<file path="src/rtl/tsen_ctrl_pkg.sv">
// Shared definitions for the temperature-sensor sequencer: FSM states,
// register offsets, STATUS bit positions and mask-scan helpers.
package tsen_ctrl_pkg;

  typedef enum logic [2:0] {
    StIdle,
    StStart,
    StWait,
    StCapture,
    StNext
  } state_e;

  // The register map extends to 0x20, so the byte address needs six bits.
  localparam int AddrW = 6;

  localparam logic [AddrW-1:0] AddrCtrl    = 6'h00;
  localparam logic [AddrW-1:0] AddrPeriod  = 6'h04;
  localparam logic [AddrW-1:0] AddrTimeout = 6'h08;
  localparam logic [AddrW-1:0] AddrStatus  = 6'h0C;
  localparam logic [AddrW-1:0] AddrData0   = 6'h10;
  localparam logic [AddrW-1:0] AddrTstamp  = 6'h1C;
  localparam logic [AddrW-1:0] AddrIntrEn  = 6'h20;

  localparam int StatusBusyBit = 0;
  localparam int StatusDoneBit = 1;
  localparam int StatusTerrBit = 2;
  localparam int StatusOvrBit  = 3;

  function automatic logic [1:0] nextSel(input logic [3:0] mask, input logic [1:0] from);
    nextSel = from;
    for (int i = 3; i >= 0; i--) begin
      if (mask[i] && (2'(i) >= from)) nextSel = 2'(i);
    end
  endfunction

  function automatic logic anyAbove(input logic [3:0] mask, input logic [1:0] idx);
    anyAbove = 1'b0;
    for (int i = 0; i < 4; i++) begin
      if (mask[i] && (2'(i) > idx)) anyAbove = 1'b1;
    end
  endfunction

endpackage

</file>
<file path="src/rtl/tsen_ctrl_timer.sv">
// Periodic trigger source: counts while enabled and emits a one-cycle tick
// every period_i cycles; period_i == 0 keeps it silent.
module tsen_ctrl_timer (
  input  logic        clk_i,
  input  logic        rst_ni,
  input  logic        en_i,
  input  logic [31:0] period_i,
  output logic        tick_o
);

  logic [31:0] cnt_q, cnt_d;
  logic        active;

  assign active = en_i && (period_i != '0);
  // >= keeps the counter from running off if PERIOD is lowered mid-count.
  assign tick_o = active && (cnt_q >= period_i - 32'd1);

  always_comb begin
    cnt_d = cnt_q + 32'd1;
    if (!active || tick_o) cnt_d = '0;
  end

  always_ff @(posedge clk_i or negedge rst_ni) begin
    if (!rst_ni) cnt_q <= '0;
    else         cnt_q <= cnt_d;
  end

endmodule

</file>
<file path="src/rtl/tsen_ctrl.sv">
// Temperature-sensor sequencer with a small register file. Optional feature:
// define TSEN_CTRL_TIMESTAMP_EN to latch a free-running cycle count at sweep end.
module tsen_ctrl
  import tsen_ctrl_pkg::*;
#(
  parameter int NumSensors = 2,
  parameter int DataW      = 24,
  parameter int TimeoutW   = 16
) (
  input  logic             clk_i,
  input  logic             rst_ni,
  input  logic             reg_we_i,
  input  logic             reg_re_i,
  input  logic [AddrW-1:0] reg_addr_i,
  input  logic [31:0]      reg_wdata_i,
  output logic [31:0]      reg_rdata_o,
  output logic [1:0]       sen_sel_o,
  output logic             sen_start_o,
  input  logic             sen_done_i,
  input  logic [DataW-1:0] sen_data_i,
  output logic             intr_o
);

  localparam logic [3:0] ValidMask = 4'((1 << NumSensors) - 1);

  state_e              state_q;
  logic                enable_q, periodic_q, intrEn_q;
  logic [3:0]          mask_q;
  logic [31:0]         period_q;
  logic [TimeoutW-1:0] timeout_q, waitCnt_q;
  logic                done_q, terr_q, ovr_q;
  logic [1:0]          idx_q, sel_q;
  logic                start_q;
  logic [DataW-1:0]    data_q [NumSensors];

  logic       ctrlWe, statusWe, enNext, tick, startTrig, trig, busy;
  logic       timeoutHit, moreLeft, doneSet, terrSet, ovrSet, captureEn;
  logic [3:0] effMask;
  logic [1:0] selNext;
  logic       unusedRe;

  assign unusedRe = reg_re_i;

  tsen_ctrl_timer u_timer (
    .clk_i    (clk_i),
    .rst_ni   (rst_ni),
    .en_i     (enable_q & periodic_q),
    .period_i (period_q),
    .tick_o   (tick)
  );

  assign ctrlWe   = reg_we_i && (reg_addr_i == AddrCtrl);
  assign statusWe = reg_we_i && (reg_addr_i == AddrStatus);
  // A CTRL write clearing enable aborts the sweep at that same edge.
  assign enNext   = ctrlWe ? reg_wdata_i[0] : enable_q;
  assign effMask  = mask_q & ValidMask;

  assign startTrig  = ctrlWe && reg_wdata_i[2] && reg_wdata_i[0] &&
                      ((reg_wdata_i[7:4] & ValidMask) != 4'd0);
  assign trig       = startTrig || (tick && (effMask != 4'd0));
  assign busy       = (state_q != StIdle);
  assign timeoutHit = (timeout_q != '0) && (waitCnt_q == timeout_q - TimeoutW'(1));
  assign moreLeft   = anyAbove(effMask, idx_q);
  assign selNext    = nextSel(effMask, idx_q);

  assign doneSet   = (state_q == StNext) && enNext && !moreLeft;
  assign terrSet   = (state_q == StWait) && enNext && !sen_done_i && timeoutHit;
  assign captureEn = (state_q == StWait) && enNext && sen_done_i;
  assign ovrSet    = busy && trig;

  always_ff @(posedge clk_i or negedge rst_ni) begin
    if (!rst_ni) begin
      state_q   <= StIdle;
      idx_q     <= '0;
      sel_q     <= '0;
      start_q   <= 1'b0;
      waitCnt_q <= '0;
    end else begin
      start_q <= 1'b0;
      if (busy && !enNext) begin
        state_q <= StIdle;
      end else begin
        unique case (state_q)
          StIdle: if (trig && enNext) begin
            state_q <= StStart;
            idx_q   <= '0;
          end
          StStart: begin
            idx_q     <= selNext;
            sel_q     <= selNext;
            start_q   <= 1'b1;
            waitCnt_q <= '0;
            state_q   <= StWait;
          end
          StWait: begin
            if (sen_done_i)      state_q <= StCapture;
            else if (timeoutHit) state_q <= StNext;
            else                 waitCnt_q <= waitCnt_q + TimeoutW'(1);
          end
          StCapture: state_q <= StNext;
          StNext: begin
            if (moreLeft) begin
              idx_q   <= idx_q + 2'd1;
              state_q <= StStart;
            end else begin
              state_q <= StIdle;
            end
          end
          default: state_q <= StIdle;
        endcase
      end
    end
  end

  // Status bits: a hardware set in the same cycle as a W1C clear wins.
  always_ff @(posedge clk_i or negedge rst_ni) begin
    if (!rst_ni) begin
      enable_q   <= 1'b0;
      periodic_q <= 1'b0;
      mask_q     <= '0;
      period_q   <= '0;
      timeout_q  <= '0;
      intrEn_q   <= 1'b0;
      done_q     <= 1'b0;
      terr_q     <= 1'b0;
      ovr_q      <= 1'b0;
      for (int n = 0; n < NumSensors; n++) data_q[n] <= '0;
    end else begin
      if (ctrlWe) begin
        enable_q   <= reg_wdata_i[0];
        periodic_q <= reg_wdata_i[1];
        mask_q     <= reg_wdata_i[7:4];
      end
      if (reg_we_i && (reg_addr_i == AddrPeriod))  period_q  <= reg_wdata_i;
      if (reg_we_i && (reg_addr_i == AddrTimeout)) timeout_q <= reg_wdata_i[TimeoutW-1:0];
      if (reg_we_i && (reg_addr_i == AddrIntrEn))  intrEn_q  <= reg_wdata_i[0];
      done_q <= (done_q & ~(statusWe & reg_wdata_i[StatusDoneBit])) | doneSet;
      terr_q <= (terr_q & ~(statusWe & reg_wdata_i[StatusTerrBit])) | terrSet;
      ovr_q  <= (ovr_q  & ~(statusWe & reg_wdata_i[StatusOvrBit]))  | ovrSet;
      for (int n = 0; n < NumSensors; n++) begin
        if (captureEn && (sel_q == 2'(n))) data_q[n] <= sen_data_i;
      end
    end
  end

`ifdef TSEN_CTRL_TIMESTAMP_EN
  logic [31:0] cycCnt_q, tstamp_q;

  always_ff @(posedge clk_i or negedge rst_ni) begin
    if (!rst_ni) begin
      cycCnt_q <= '0;
      tstamp_q <= '0;
    end else begin
      cycCnt_q <= cycCnt_q + 32'd1;
      if (doneSet) tstamp_q <= cycCnt_q;
    end
  end
`endif

  // DATAn decode follows the case so DATA3 owns 0x1C when four sensors exist.
  always_comb begin
    reg_rdata_o = '0;
    unique case (reg_addr_i)
      AddrCtrl:    reg_rdata_o = {24'd0, mask_q, 2'b00, periodic_q, enable_q};
      AddrPeriod:  reg_rdata_o = period_q;
      AddrTimeout: reg_rdata_o = 32'(timeout_q);
      AddrStatus:  reg_rdata_o = {28'd0, ovr_q, terr_q, done_q, busy};
      AddrIntrEn:  reg_rdata_o = {31'd0, intrEn_q};
`ifdef TSEN_CTRL_TIMESTAMP_EN
      AddrTstamp:  reg_rdata_o = tstamp_q;
`endif
      default:     reg_rdata_o = '0;
    endcase
    for (int n = 0; n < NumSensors; n++) begin
      if (reg_addr_i == AddrData0 + 6'(4 * n)) reg_rdata_o = 32'(data_q[n]);
    end
  end

  assign sen_sel_o   = sel_q;
  assign sen_start_o = start_q;
  assign intr_o      = done_q & intrEn_q;

endmodule

</file>
<file path="config.mk">
export PLATFORM = sky130hd
export DESIGN_NAME = tsen_ctrl
export DESIGN_NICKNAME = d
export VERILOG_FILES = /design/src/rtl/tsen_ctrl_pkg.sv /design/src/rtl/tsen_ctrl_timer.sv /design/src/rtl/tsen_ctrl.sv
export SDC_FILE = /design/constraint.sdc
export NUM_CORES = 1
export LEC_CHECK = 0
export BUFFER_PORTS_ARGS = -buffer_cell sky130_fd_sc_hd__buf_2
export CAP_MARGIN = 20
export CELL_PAD_IN_SITES_DETAIL_PLACEMENT = 1
export CELL_PAD_IN_SITES_GLOBAL_PLACEMENT = 1
export CORE_MARGIN = 2
export CORE_UTILIZATION = 44
export CTS_BUF_LIST = sky130_fd_sc_hd__clkbuf_8
export CTS_CLUSTER_DIAMETER = 50
export DETAILED_ROUTE_END_ITERATION = 7
export GPL_ROUTABILITY_DRIVEN = 1
export PLACE_DENSITY = 0.76
export SYNTH_ARGS = -nofsm -noshare
export SYNTH_HDL_FRONTEND = slang
export SYNTH_HIERARCHICAL = 1
export SYNTH_SLANG_ARGS = --single-unit
</file>
<file path="constraint.sdc">
create_clock -name clk_i -period 4.8 [get_ports clk_i]
set_input_delay 0.24 -clock clk_i [delete_from_list [all_inputs] [get_ports clk_i]]
set_output_delay 0.24 -clock clk_i [all_outputs]
set_load 0.03 [all_outputs]
</file>
# ---- Yosys cells after proc, flatten, opt, wreduce, memory -nomap -nowiden
# Index checks and enable logic that the tools add are counted.
dict set report totals {
  reg_bits 162
  inputBits 67
  output_inout_bits 36
  word_cells 130
}
dict set report classes {
  n_addsub 5
  n_lt_le_gt_ge 5
  eq_ne 18
  muxes 23
  n_bitwise 15
  reduce_logical 47
}
# operator n
set op_table {}
lappend op_table {{32-bit case mux with 5 select lines} 1}
lappend op_table {{32-bit two-way mux} 3}
lappend op_table {{32-bit by 1-bit adder with 32-bit output, second input constant} 1}
lappend op_table {{32-bit greater-or-equal comparator} 1}
lappend op_table {{16-bit two-way mux} 2}
lappend op_table {{16-bit case mux with 2 select lines} 1}
lappend op_table {{32-bit nonzero test} 1}
lappend op_table {{32-bit by 1-bit subtractor with 32-bit output, second input constant} 1}
lappend op_table {{1-bit logical AND} 27}
lappend op_table {{16-bit by 1-bit adder with 16-bit output, second input constant} 1}
lappend op_table {{16-bit == test} 1}
lappend op_table {{16-bit nonzero test} 1}
lappend op_table {{16-bit by 1-bit subtractor with 16-bit output, second input constant} 1}
lappend op_table {{3-bit case mux with 5 select lines} 1}
lappend op_table {{6-bit by 4-bit == test with 1-bit output, second input constant} 2}
lappend op_table {{6-bit by 5-bit == test with 1-bit output, second input constant} 2}
lappend op_table {{3-bit two-way mux} 4}
lappend op_table {{1-bit AND} 8}
lappend op_table {{2-bit two-way mux} 4}
lappend op_table {{2-bit inequality test, second input constant} 4}
lappend op_table {{4-bit AND reduction} 2}
lappend op_table {{4-bit nonzero test} 2}
lappend op_table {{3-bit by 2-bit == test with 1-bit output, second input constant} 2}
lappend op_table {{6-bit by 3-bit == test with 1-bit output, second input constant} 1}
lappend op_table {{21 further kinds} 39}

# ---- Longest topological paths before layout
dict set report logic_depth {
  word_depth 10
  depth_mapped 22
  depth_no_buf 19
}

# ---- Modules after synthesis
# The synthesis kept the hierarchy.
# mod n_inst cells_each area_per_inst_um2 seq_area_each_um2
set by_module_without_submodules {}
lappend by_module_without_submodules {tsen_ctrl 1 605 6734.0 3253.1}
lappend by_module_without_submodules {tsen_ctrl_timer 1 322 2892.8 800.8}

# ---- Least setup slack after synthesis
# Ideal clock, no wire load.
dict set report synth_timing {
  path_type {flip-flop to flip-flop}
  from {reg period_q[2]}
  to {reg idx_q[0]}
  setup_ps 96
  arrival_time_ps 4539
  required_time_ps 4704
  slack_ps 165
  stages_incl_launch_ff 20
  path_buffers 2
  synth_period_minus_slack_ps 4635
  cell_sequence {dfrtp_1 or3_4 or3b_1 or4_4 nor4_2 xnor2_1 ha_1 nand4_1 or4_1 a21oi_1 or4b_2 clkbuf_1 clkbuf_1 o21ba_2 o21ai_0 o21a_1 nor2b_1 o22ai_1 nand2_1 o31ai_1}
}
dict set report synth_via {
  elab_chain_len 8
  elab_cells_between_ends 10
  classes_between {add/sub (1); order compare (1); eq/ne (1); reduce/logical (7)}
}
# item line
set synth_rtl {}
lappend synth_rtl {{start, declared} tsen_ctrl.sv:29} ;# logic [31:0] period_q;
lappend synth_rtl {{start signal, assigned} tsen_ctrl.sv:134} ;# if (reg_we_i && (reg_addr_i == AddrPeriod)) period_q <= reg_wdata_i;
lappend synth_rtl {{32-bit by 1-bit subtractor with 32-bit output or 32-bit nonzero test (tied branches)} {tsen_ctrl_timer.sv:16, tsen_ctrl_timer.sv:14}}
lappend synth_rtl {{32-bit greater-or-equal comparator or 1-bit logical AND (tied branches)} {tsen_ctrl_timer.sv:16, tsen_ctrl_timer.sv:14}}
lappend synth_rtl {{1-bit logical AND *} tsen_ctrl_timer.sv:16} ;# assign tick_o = active && (cnt_q >= period_i - 32'd1);
lappend synth_rtl {{named net tick} tsen_ctrl.sv:36} ;# logic ctrlWe, statusWe, enNext, tick, startTrig, trig, busy;
lappend synth_rtl {{1-bit logical AND *} tsen_ctrl.sv:60} ;# assign trig = startTrig || (tick && (effMask != 4'd0));
lappend synth_rtl {{1-bit logical OR *} tsen_ctrl.sv:60}
lappend synth_rtl {{1-bit logical AND *} tsen_ctrl.sv:84} ;# StIdle: if (trig && enNext) begin
lappend synth_rtl {{2-bit inequality test (no line) *} n/a}
lappend synth_rtl {{4-bit AND reduction (no line) *} n/a}
lappend synth_rtl {{end signal, assigned} tsen_ctrl.sv:89} ;# idx_q <= selNext;
lappend synth_rtl {{end signal, assigned} tsen_ctrl.sv:103} ;# idx_q <= idx_q + 2'd1;
lappend synth_rtl {{end, declared} tsen_ctrl.sv:32} ;# logic [1:0] idx_q, sel_q;
# Mark *: on every way through the listed nets, which the timed path passes. The rest lies on a longest branch.
# A chain may end at the register's enable or synchronous reset.

# ---- Worst setup path after layout
# Same ends and word-level chain as after synthesis.

==> results.toml <==
[synth]
synth-async-reset-ratio_pct = 100
netlist_top_cells_count = "dfrtp_1, mux2_2, nor2_1"
synth_cell_types = 79
synth_area_leader_cell = "dfrtp_1"
ys.flop_type = "dfrtp_1"
synth_seq_cells = 162
yosys_warnings = 6
synth-seq-area-share_pct = 42.1
netlist_area_mm2 = 0.00963
synth_nets = 1032
synth_edf_count = 0
synthCells = 927
synthTopCellsByArea = "dfrtp_1, mux2_2, ha_1"
synth_most_common_cell = "dfrtp_1"
synth_top_area_share_pct = 42.1
avgSynthCellArea_um2 = 10.4

[route]
drtPass1Iterations = 6
routedWlPerCell_um = 20.9
drt_wl_total_mm = 28.2
drc = 0
drt_iter0_drc = 418
route.antenna.remaining_nets = 0
viasPerCell = 5.95
num_vias = 8020

[pwr]
clock_power_share_pct = 32.1
internal_power_uw = 2230
leakage_uw = 0.00513
p_sw_share_pct = 32.0
peakVddDrop_mv = 0.167
power_density_mw_per_mm2 = 292
p_switching_uw = 1050
comb_power_share_pct = 20.8
pwr-share-seq_pct = 47.1

[finish]
area_growth_pct = 16.8
final_layout_size_suffix_gt1_share_pct = 28.1
nFillCells = 2425
final_util_pct = 52.0
finalNonFillerCells = 1349
antenna_cells = 0
nets = 1161
final_area_mm2 = 0.0112

[global_route]
grt_max_degree = 85
grt_pass1_wl_mm = 46.3
first_global_vias = 8432
antenna_found_initial = 0
grt_overflow = 0
grtUsageTotal_pct = 24.9

[clock_network]
clock-sinks = 162
cts_buffer_depth = 2
ctsHtreeMaxLevel = 4
cts-root-buf = "clkbuf_8"
clkTransAtPathRegs_ps = 90
cts_tree = "done"
insertion_delay_ps = 480
numCtsBuffers = 17

[setup_path]
cp-start-kind = "register"
critical_path_class = "reg2reg"
path_buf_inv = 0
cp-end-kind = "register"
crit_family = "simple AND/OR/NAND/NOR gates"
path_max_fanout = 6
ff2ff_setup_slack_ps = 230
max_stage_delay_ps = 570
cp_common_cell = "or4_4"
crit_required_ps = 5190
path_depth = 17
critical_path.endpoint = "idx_q[0]"
r2r-start = "period_q[2]"
cp_cell_sequence = "or3_4, or3b_1, or4_4, nor4_4, xnor2_1, ha_1, nand4_1, or4_4, nor2_1, o41a_1, o21ba_2, o21ai_0, o21a_1, nor2b_1, o22ai_1, nand2_2, o31ai_2"
startpoint = "period_q[2]"
worstPathArrival_ps = 4960
worst_path_max_delay_cell = "or4_4"
r2r-end = "idx_q[0]"
r2r_cells = 17

[flow_run]
cap_violations = 0

[timing]
setup_viol = 0
maxSlewViolCount = 0
fin_skew_ps = 10.7
post-route-period-util_pct = 95.1
finalCriticalPeriod_ps = 4570
tightest_slew_ps = 1080
finalHoldViolations = 0
relSlewSlack_pct = 28.2
timing.fmax_mhz = 219

[min_path]
holdCritPathClass = "in2reg"
min_path_cells = 2

[placed_design]
place_inst = 1279
gp_congestion = 0.815
io_buffer_count = 101
dpl.hpwl_mm = 19.7
dpl_cell_area_mm2 = 0.0104

[floorplan]
core_area_mm2 = 0.0216
rows = 54
start_util_pct = 44.5
die_h_um = 152
fp.dieW_um = 152
die-area_mm2 = 0.0231
io_pins = 103

[run_status]
run_status = "complete, no violations"
==> per-stage QoR <==
step                worst slack (ps)  hold WS, ps  TNS [ps]  power [µW]
finish                           234         27.2         0        3280
global placement                 233          362         0        2170
CTS                             86.7         1.34         0        3270
detailed placement               102          367         0        2200
floorplan                        165        -55.6         0        1960
global route                   -22.4         4.58     -25.4        3440
==> sequential cells by signal, indices dropped and copies added (netlist names), 2 cells and up <==
| name | flops |
|---|---|
| data_q | 48 |
| period_q | 32 |
| u_timer/cnt_q | 32 |
| timeout_q | 16 |
| waitCnt_q | 16 |
| mask_q | 4 |
| state_q | 3 |
| idx_q | 2 |
| sen_sel_o | 2 |
==> how the worst min path moves through the flow <==
stage | slack, ps | from | to
final | 30 | reg_wdata_i[10] | period_q[10]
after global routing | 5 | sen_data_i[11] | data_q[35]
after CTS | 1 | reg_wdata_i[6] | timeout_q[6]
after detailed placement | 370 | rst_ni | data_q[40]
after global placement | 360 | rst_ni | sen_sel_o[1]
after floorplan | -60 | rst_ni | data_q[0]
==> cell families after synthesis <==
family	share of synthesized area, %
and+or+nand+nor	18.7
buffers and inverters	3.30
muxes	13.4
DFF	42.1
AOI/OAI and AO/OA	10.7
xor gates and xnor gates	6.91
adders and majority gates	4.94
==> power groups by stage <==
stage | logic (µW) | clock network, µW | registers (µW)
final | 682 | 1050 | 1540
after CTS | 659 | 1080 | 1540
after detailed placement | 633 | 0 | 1560
after floorplan | 442 | 0 | 1520
after global placement | 608 | 0 | 1560
after global routing | 757 | 1130 | 1550
==> worst reg2reg max path, stage by stage (launching register included) <==
cell and delay, ps:
dfrtp_2 450, or3_4 420, or3b_1 440, or4_4 490, nor4_4 170, xnor2_1 120
ha_1 330, nand4_1 150, or4_4 570, nor2_1 120, o41a_1 170, o21ba_2 170
o21ai_0 80, o21a_1 160, nor2b_1 140, o22ai_1 150, nand2_2 120, o31ai_2 220
==> layout by cell type, fill, tap and decap left out, types with 8 or more instances in the layout <==
cell type / instances
mux2_2: 107
nand4_1: 28
nand2_1: 52
xnor2_1: 40
dfrtp_1: 157
dlygate4sd3_1: 34
buf_4: 27
a31oi_1: 8
and3_1: 18
xor2_1: 36
nand3_1: 20
inv_1: 18
buf_2: 100
nor4_1: 47
a21oi_1: 39
o21ai_0: 31
a22oi_1: 10
a222oi_1: 12
nor3_1: 18
ha_1: 38
clkbuf_8: 18
nor2_1: 57
==> routing by layer <==
metal	global-route usage, %	vias to the layer above	wire (µm)
met3	4.14	36	853
met5	0	-	0
met1	32.8	4117	12600
met2	42.7	145	14300
met4	6.32	0	525
li1	-	3722	-
==> layout make-up <==
| cell class | count | area [µm²] | share of cell area (%) |
|---|---|---|---|
| clock buffer | 18 | 248 | 2.20 |
| clock inverter | 14 | 155 | 1.38 |
| inverter | 18 | 67.6 | 0.601 |
| multi-input combinational | 695 | 5310 | 47.2 |
| sequential | 162 | 4060 | 36.1 |
| tap | 280 | 350 | 3.12 |
| timing repair buffer | 162 | 1050 | 9.38 |
==> timing repair <==
item / in CTS / in global routing
gates resized for setup: 0 / 13
setup endpoints to repair: 0 / 3
hold endpoints to repair: 128 / 0
buffers inserted: 0 / 4
hold buffers: 34 / 0
No activity file was read; power rests on OpenSTA's default activity.
